[src/rtl/env_pkg.sv]
// Shared envelope definitions: state encoding and level limits for the
// ADSR generator and anything downstream that interprets envelope levels.
package env_pkg;

  localparam int ENV_WIDTH = 16;
  localparam logic [ENV_WIDTH-1:0] ENV_MAX = {ENV_WIDTH{1'b1}};

  typedef enum logic [2:0] {
    IDLE,
    ATTACK,
    DECAY,
    SUSTAIN,
    RELEASE
  } env_state;

endpackage

[src/rtl/env_scaler.sv]
// Registered unsigned sample x level multiply, keeping the top WIDTH bits of
// the full product (truncation, no rounding). Also usable in the voice mixer.
module env_scaler #(
  parameter int WIDTH     = 24,
  parameter int ENV_WIDTH = 16
) (
  input  logic                 clk,
  input  logic                 rstn,
  input  logic [WIDTH-1:0]     sample,
  input  logic [ENV_WIDTH-1:0] level,
  output logic [WIDTH-1:0]     scaled
);

  logic [WIDTH+ENV_WIDTH-1:0] prod_p0;
  logic [WIDTH-1:0]           scaled_p1;

  assign prod_p0 = {{ENV_WIDTH{1'b0}}, sample} * {{WIDTH{1'b0}}, level};

  // stage p0 -> p1: product registered, upper WIDTH bits kept
  always_ff @(posedge clk or negedge rstn) begin
    if (!rstn) begin
      scaled_p1 <= '0;
    end else begin
      scaled_p1 <= WIDTH'(prod_p0 >> ENV_WIDTH);
    end
  end

  assign scaled = scaled_p1;

endmodule

[src/rtl/adsr_envelope.sv]
// Per-voice ADSR envelope: state machine and level arithmetic, driving a
// registered scaler that applies the current level to the oscillator stream.
module adsr_envelope #(
  parameter int WIDTH     = 24,
  parameter int ENV_WIDTH = 16
) (
  input  logic                 clk,
  input  logic                 rstn,
  input  logic                 gate,
  input  logic                 trig,
  input  logic [ENV_WIDTH-1:0] attack_step,
  input  logic [ENV_WIDTH-1:0] decay_step,
  input  logic [ENV_WIDTH-1:0] sustain_level,
  input  logic [ENV_WIDTH-1:0] release_step,
  input  logic [WIDTH-1:0]     in,
  output logic [WIDTH-1:0]     out,
  output logic [ENV_WIDTH-1:0] env_level,
  output logic                 active
);

  import env_pkg::*;

  localparam logic [ENV_WIDTH-1:0] LEVEL_MAX = {ENV_WIDTH{1'b1}};

  env_state               state_p0, state_d;
  logic [ENV_WIDTH-1:0]   level_p0, level_d;
  logic                   active_p0, active_d;

  // Sum widened by one bit so a near-full level never wraps past the top.
  function automatic logic attack_sat(input logic [ENV_WIDTH-1:0] lvl,
                                      input logic [ENV_WIDTH-1:0] step);
    logic [ENV_WIDTH:0] sum;
    sum = {1'b0, lvl} + {1'b0, step};
    return (step == '0) || (sum >= {1'b0, LEVEL_MAX});
  endfunction

  function automatic logic decay_sat(input logic [ENV_WIDTH-1:0] lvl,
                                     input logic [ENV_WIDTH-1:0] step,
                                     input logic [ENV_WIDTH-1:0] floor_lvl);
    logic signed [ENV_WIDTH:0] diff;
    diff = $signed({1'b0, lvl}) - $signed({1'b0, step});
    return (step == '0) || (diff <= $signed({1'b0, floor_lvl}));
  endfunction

  function automatic logic release_sat(input logic [ENV_WIDTH-1:0] lvl,
                                       input logic [ENV_WIDTH-1:0] step);
    return (step == '0) || (lvl <= step);
  endfunction

  // stage p0: state, level and active flag move together on one edge
  always_ff @(posedge clk or negedge rstn) begin
    if (!rstn) begin
      state_p0  <= IDLE;
      level_p0  <= '0;
      active_p0 <= 1'b0;
    end else begin
      state_p0  <= state_d;
      level_p0  <= level_d;
      active_p0 <= active_d;
    end
  end

  always_comb begin
    state_d = state_p0;
    level_d = level_p0;
    if (!gate && (state_p0 != IDLE) && (state_p0 != RELEASE)) begin
      state_d = RELEASE;
    end else if (gate && trig) begin
      state_d = ATTACK;
    end else begin
      case (state_p0)
        IDLE: begin
          level_d = '0;
          if (gate) state_d = ATTACK;
        end
        ATTACK: begin
          if (attack_sat(level_p0, attack_step)) begin
            level_d = LEVEL_MAX;
            state_d = DECAY;
          end else begin
            level_d = level_p0 + attack_step;
          end
        end
        DECAY: begin
          if (decay_sat(level_p0, decay_step, sustain_level)) begin
            level_d = sustain_level;
            state_d = SUSTAIN;
          end else begin
            level_d = level_p0 - decay_step;
          end
        end
        SUSTAIN: begin
          level_d = sustain_level;
        end
        RELEASE: begin
          if (gate) begin
            state_d = ATTACK;
          end else if (release_sat(level_p0, release_step)) begin
            level_d = '0;
            state_d = IDLE;
          end else begin
            level_d = level_p0 - release_step;
          end
        end
        default: begin
          state_d = IDLE;
          level_d = '0;
        end
      endcase
    end
  end

  always_comb begin
    active_d = (state_d != IDLE);
  end

  // stage p0 -> p1: scaling uses the level held before this edge's update
  env_scaler #(
    .WIDTH     (WIDTH),
    .ENV_WIDTH (ENV_WIDTH)
  ) u_scaler (
    .clk    (clk),
    .rstn   (rstn),
    .sample (in),
    .level  (level_p0),
    .scaled (out)
  );

  assign env_level = level_p0;
  assign active    = active_p0;

endmodule

[config.mk]
export PLATFORM = sky130hd
export DESIGN_NAME = adsr_envelope
export DESIGN_NICKNAME = d
export VERILOG_FILES = /design/src/rtl/env_pkg.sv /design/src/rtl/env_scaler.sv /design/src/rtl/adsr_envelope.sv
export SDC_FILE = /design/constraint.sdc
export NUM_CORES = 1
export LEC_CHECK = 0
export BUFFER_PORTS_ARGS = -buffer_cell sky130_fd_sc_hd__buf_2
export CORE_UTILIZATION = 48
export DETAILED_ROUTE_END_ITERATION = 16
export GPL_ROUTABILITY_DRIVEN = 0
export PLACE_DENSITY_LB_ADDON = 0.15
export SLEW_MARGIN = 10
export SYNTH_ARGS = -nofsm -noshare
export SYNTH_HDL_FRONTEND = slang
export SYNTH_SLANG_ARGS = --single-unit
[constraint.sdc]
create_clock -name clk -period 8.71 [get_ports clk]
set_input_delay 0.4355 -clock clk [delete_from_list [all_inputs] [get_ports clk]]
set_output_delay 0.4355 -clock clk [all_outputs]
set_load 0.03 [all_outputs]
Word-level counts from Yosys, hierarchy flattened:

Cells that the tools add are included.

* input port bits: 92
* register bits after elaboration: 44
* output and inout port bits: 41

* $mul: 1
* reductions and logical operators: 14
* equal/unequal tests: 6
* muxes and demuxes: 13
* $add $sub $neg: 5
* bitwise logic cells: 2
* $lt $le $gt $ge: 3

Operators by type and width (number)
* 16-bit two-way mux: 4
* 16-bit one-hot mux with 4 select lines: 1
* 16-bit logical NOT: 3
* 24-bit by 16-bit multiplier with 40-bit output: 1
* 16-bit subtractor: 2
* 3-bit two-way mux: 7
* 16-bit by 16-bit adder with 17-bit output: 1
* 17-bit by 16-bit >= comparator with 1-bit output (second input constant): 1
* 17-bit less-or-equal comparator: 1
* 16-bit by 16-bit subtractor with 17-bit output: 1
* 16-bit adder: 1
* 16-bit less-or-equal comparator: 1
* 3-bit one-hot mux with 5 select lines: 1
* 3-bit by 2-bit equality test with 1-bit output (second input constant): 2
* 3-bit nonzero test: 2
* 3-bit by 1-bit equality test with 1-bit output (second input constant): 1
* 3-bit equality test (second input constant): 1
* 1-bit logical AND: 3
* 3-bit logical NOT: 1
* 1-bit logical OR: 3
* 3-bit inequality test (second input constant): 1
* 3-bit AND reduction: 1
* 2-bit inequality test (second input constant): 1
* 1-bit inverter: 2
* 1-bit logical NOT: 1

Logic depth before layout (Yosys ltp):

* word-level depth: 8
* mapped depth: 25

By module:

Synthesis repeated with hierarchy kept, for this count alone.

* cells, all modules: 1966
* area total of the unflattened synthesis: 16852.4 um2

By module, submodules not included
* env_scaler: area each 12794.8 um2, times used 1, cells an instance 1442
* adsr_envelope: area each 4057.6 um2, times used 1, cells an instance 524

Worst setup path after synthesis:

No wires, ideal clock.

* path type: reg-to-reg
* from: register level_p0[1] (netlist: env_level[1])
* to: register u_scaler.scaled_p1[23] (netlist: u_scaler.scaled[23])
* clock period less this slack: 6.724 ns
* slack: 1.986 ns
* data arrival time: 6.644 ns
* stages on the path, launching flop included: 26
* buffers on the path: 3
* setup time: 0.080 ns
* path through: dfrtp_1 buf_2 clkbuf_1 nand2_1 fa_1 inv_1 fa_1 inv_1 fa_1 inv_1 fa_1 fa_1 inv_1 fa_1 inv_1 ha_1 buf_2 nand2_1 nor3_1 a211o_1 or3_1 a41oi_2 o32ai_1 or4_1 a31oi_1 xnor2_1

* word-level cells in the longest chain between the ends: 1

Ends and longest elaborated chain
* start, declared: RTL line adsr_envelope.sv:26 `logic [ENV_WIDTH-1:0] level_p0, level_d;`
* start signal, assigned: RTL line adsr_envelope.sv:58 `level_p0 <= level_d;`
* 24-bit by 16-bit multiplier with 40-bit output: RTL line env_scaler.sv:17 `assign prod_p0 = {{ENV_WIDTH{1'b0}}, sample} * {{WIDTH{1'b0}}, level};`
* net u_scaler.prod_p0[39]: RTL line env_scaler.sv:14 `logic [WIDTH+ENV_WIDTH-1:0] prod_p0;`
* end signal, assigned: RTL line env_scaler.sv:24 `scaled_p1 <= WIDTH'(prod_p0 >> ENV_WIDTH);`
* end, declared: RTL line env_scaler.sv:15 `logic [WIDTH-1:0] scaled_p1;`

The timed path passes the listed nets, and every way through them passes these cells.
A chain may end at the register's enable or synchronous reset.

Worst setup path in the final report:

* from: register level_p0[2] (netlist: env_level[2])
* to: register u_scaler.scaled_p1[23] (netlist: u_scaler.scaled[23])

The elaborated chain is that of the path after synthesis.

==> flow_summary.json <==
{
  "yosysWarnings": 0,
  "routed_via_density": 5.47,
  "seqCellArea_um2": 1100,
  "start_util_pct": 49.0,
  "detail_route.wl_per_cell_um": 18.0,
  "cts_resized": 0,
  "tritoncts": "yes",
  "clkSinkCount": 44,
  "async_reset_ff_share_pct": 100,
  "cts.reportedPaths.clkPinSlew_ns": 0.07,
  "cts_setup_buffers": 0,
  "synth_cell_type_count": 67,
  "end_kind": "flip-flop",
  "skew_ns": 0.00921,
  "postCtsHoldBufs": 0,
  "cp_num_buf_inv": 5,
  "clock_path_buffers": 2,
  "ys.flop_type": "dfrtp_1",
  "rows": 67,
  "arrival_ns": 7.66,
  "synth_seq_area_share_pct": 6.69,
  "pin_count": 133,
  "n_antenna_cell": 0,
  "syn2layout_area_growth_pct": 7.65,
  "fin_crit_sh_pct": 85.6,
  "min_path_type": "in -> async",
  "path_max_fanout": 26,
  "cp.required_ns": 8.91,
  "htreeDepth": 2,
  "syn_avg_cell_area_um2": 8.55,
  "cp_cell_sequence": "nand2_1 > fa_1 > inv_1 > fa_1 > inv_1 > fa_1 > inv_1 > fa_1 > fa_1 > inv_1 > fa_1 > inv_1 > ha_1 > a21oi_1 > o21ai_1 > nor3_1 > a21oi_1 > a41oi_2 > o32ai_1 > or4_1 > a31oi_1 > xnor2_1",
  "antenna_found_initial": 0,
  "fin_crit_ns": 7.46,
  "routed_wirelength_um": 44400,
  "grt_usage_pct": 26.9,
  "die_w_um": 187,
  "slowest_stage": "dfrtp_1",
  "cp-start-kind": "flip-flop",
  "grt_pass1_vias": 14287,
  "portBuffers": 132,
  "vias": 13483,
  "drcViolationCount": 0,
  "grt_overflow": 0,
  "grt_start_max_net_pins": 45,
  "synth_area_um2": 16500,
  "fp.coreArea_um2": 33600,
  "slew_violations": 0,
  "drive_gt1_share_pct": 8.38,
  "multi_input_area_um2": 13500,
  "drtIter0Drc": 724,
  "cts_buffers": 5,
  "drt_first_pass_iters": 5,
  "slew_headroom_pct": 20.8,
  "tightest_slew_ns": 1.18,
  "cpLargestDelayFamily": "adder cells",
  "clk_latency_ns": 0.32,
  "status": "complete, no violations",
  "fin_nets": 2589,
  "rsz0062_at_grt": "false",
  "slowest_delay_ns": 1.10,
  "ant_nets": 0,
  "netlist_instances": 1925,
  "die_h_um": 187,
  "synth_fp_nets": 2498,
  "dp.final_hpwl_um": 35100,
  "fin_tns_setup_ns": 0,
  "ys_ff_latch": 44,
  "root_buffer": "clkbuf_16",
  "worst-setup-path-type": "reg -> reg",
  "max_freq_mhz": 134,
  "drv_cap": 0,
  "hold_viol_final": 0,
  "path_common_cell": "fa_1",
  "dieArea_um2": 35000,
  "finalSetupViolations": 0,
  "n_fill_cell": 3225,
  "grt_pass1_wl_um": 73500,
  "synth_edf_count": 0
}
cell type report:
cell class,count,share of cell area (%)
inverters,417,8.83
flip-flops and latches,44,6.21
clock buffers,5,0.706
well taps,448,3.16
clock inverters,2,0.0706
multi-input cells,1394,76.4
repair buffers,154,4.66
worst register-to-register path: stages (launching register included):
cell and delay (ns):
dfrtp_1 1.10, nand2_1 0.19, fa_1 0.54, inv_1 0.06, fa_1 0.54, inv_1 0.06
fa_1 0.50, inv_1 0.06, fa_1 0.48, fa_1 0.49, inv_1 0.05, fa_1 0.47
inv_1 0.04, ha_1 0.32, a21oi_1 0.08, o21ai_1 0.18, nor3_1 0.07, a21oi_1 0.70
a41oi_2 0.37, o32ai_1 0.62, or4_1 0.21, a31oi_1 0.09, xnor2_1 0.13
final timing paths:
kind	start	cells after the start	end	slack [ns]
max	env_level[2]$_DFFE_PN0P_	22	u_scaler.scaled[23]$_DFF_PN0_	1.25
min	rstn	2	active$_DFF_PN0_	0.22
max reg2reg	env_level[2]$_DFFE_PN0P_	22	u_scaler.scaled[23]$_DFF_PN0_	1.25
min reg2reg	state_p0[1]$_DFF_PN0_	1	state_p0[1]$_DFF_PN0_	0.69
max in group asynchronous	rstn	2	u_scaler.scaled[3]$_DFF_PN0_	7.99
min in group clk	gate	2	state_p0[2]$_DFF_PN0_	0.39
stage by stage:
stage | setup slack [ns] | area (um^2) | utilization (%) | hold slack [ns] | cells
final | 1.25 | 17700 | 52.7 | 0.222 | 2464
after detailed placement | 1.34 | 17600 | 52.3 | 0.604 | 2457
after CTS | 1.36 | 17700 | 52.7 | 0.255 | 2464
after floorplan | 1.99 | 16500 | - | 0.140 | 1925
after global routing | 0.987 | 17700 | 52.7 | 0.294 | 2464
after global placement | 1.49 | 17600 | 52.3 | 0.598 | 2457
cells in the mapped netlist, types with 13 or more instances:
master,instances,area (um^2)
nand3_1,16,80.1
a21o_1,25,188
nor4_1,17,106
xor2_1,22,193
clkbuf_1,65,244
xnor2_1,36,315
nor3_1,20,100
o21a_1,13,97.6
o21ai_0,31,155
fa_1,308,6170
dfrtp_1,44,1100
a21oi_1,80,400
a211oi_1,18,135
nor2_1,46,173
nand2_1,257,965
ha_1,173,2160
nand4_1,16,100
inv_1,417,1570
and2_1,174,1090
sequential cells by signal, indices dropped and copies added (netlist names):
register and count:
u_scaler.scaled 24, env_level 16, state_p0 3, active 1
layer usage:
metal  part of all wire (%)  wire (um)  vias up  GRT usage [%]
met5                      0          0        -              0
met4                    3.5       1540        0           10.2
met3                    6.2       2760       89           3.85
met2                     48      21100      439           45.3
met1                     43      19000     6739           35.2
li1                       -          -     6216              -
kinds of logic (layout without fill, tap and decap cells):
logic type                 count (synthesis)  count (layout)  share of synthesized area [%]
adders and majority gates                481             481                           50.6
DFF                                       44              44                           6.69
xor gates and xnor gates                  58              58                           3.09
AOI/OAI and AO/OA                        263             263                           10.7
buffers and inverters                    487             578                           11.1
and+or+nand+nor                          592             592                           17.8
placed cells by master (no fill, tap or decap), types with 12 or more instances in the layout:
cell type  synthesis  routed
a21o_1            25      25
nor3_1            20      20
fa_1             308     308
nand2_1          257     257
a211oi_1          18      18
and2_1           174     174
xor2_1            22      22
xnor2_1           36      36
dfrtp_1           44      44
buf_2              5     132
nor4_1            17      17
nand4_1           16      16
a21oi_1           80      79
buf_4              0      22
o21ai_0           31      31
nor2_1            46      46
ha_1             173     173
o21a_1            13      13
inv_1            417     417
o21ai_1           12      12
nand3_1           16      16
a221oi_1          12      12
Power is left out: the tool's default activity adds up to more than one toggle a clock period on the data nets, which glitch-free logic cannot reach.
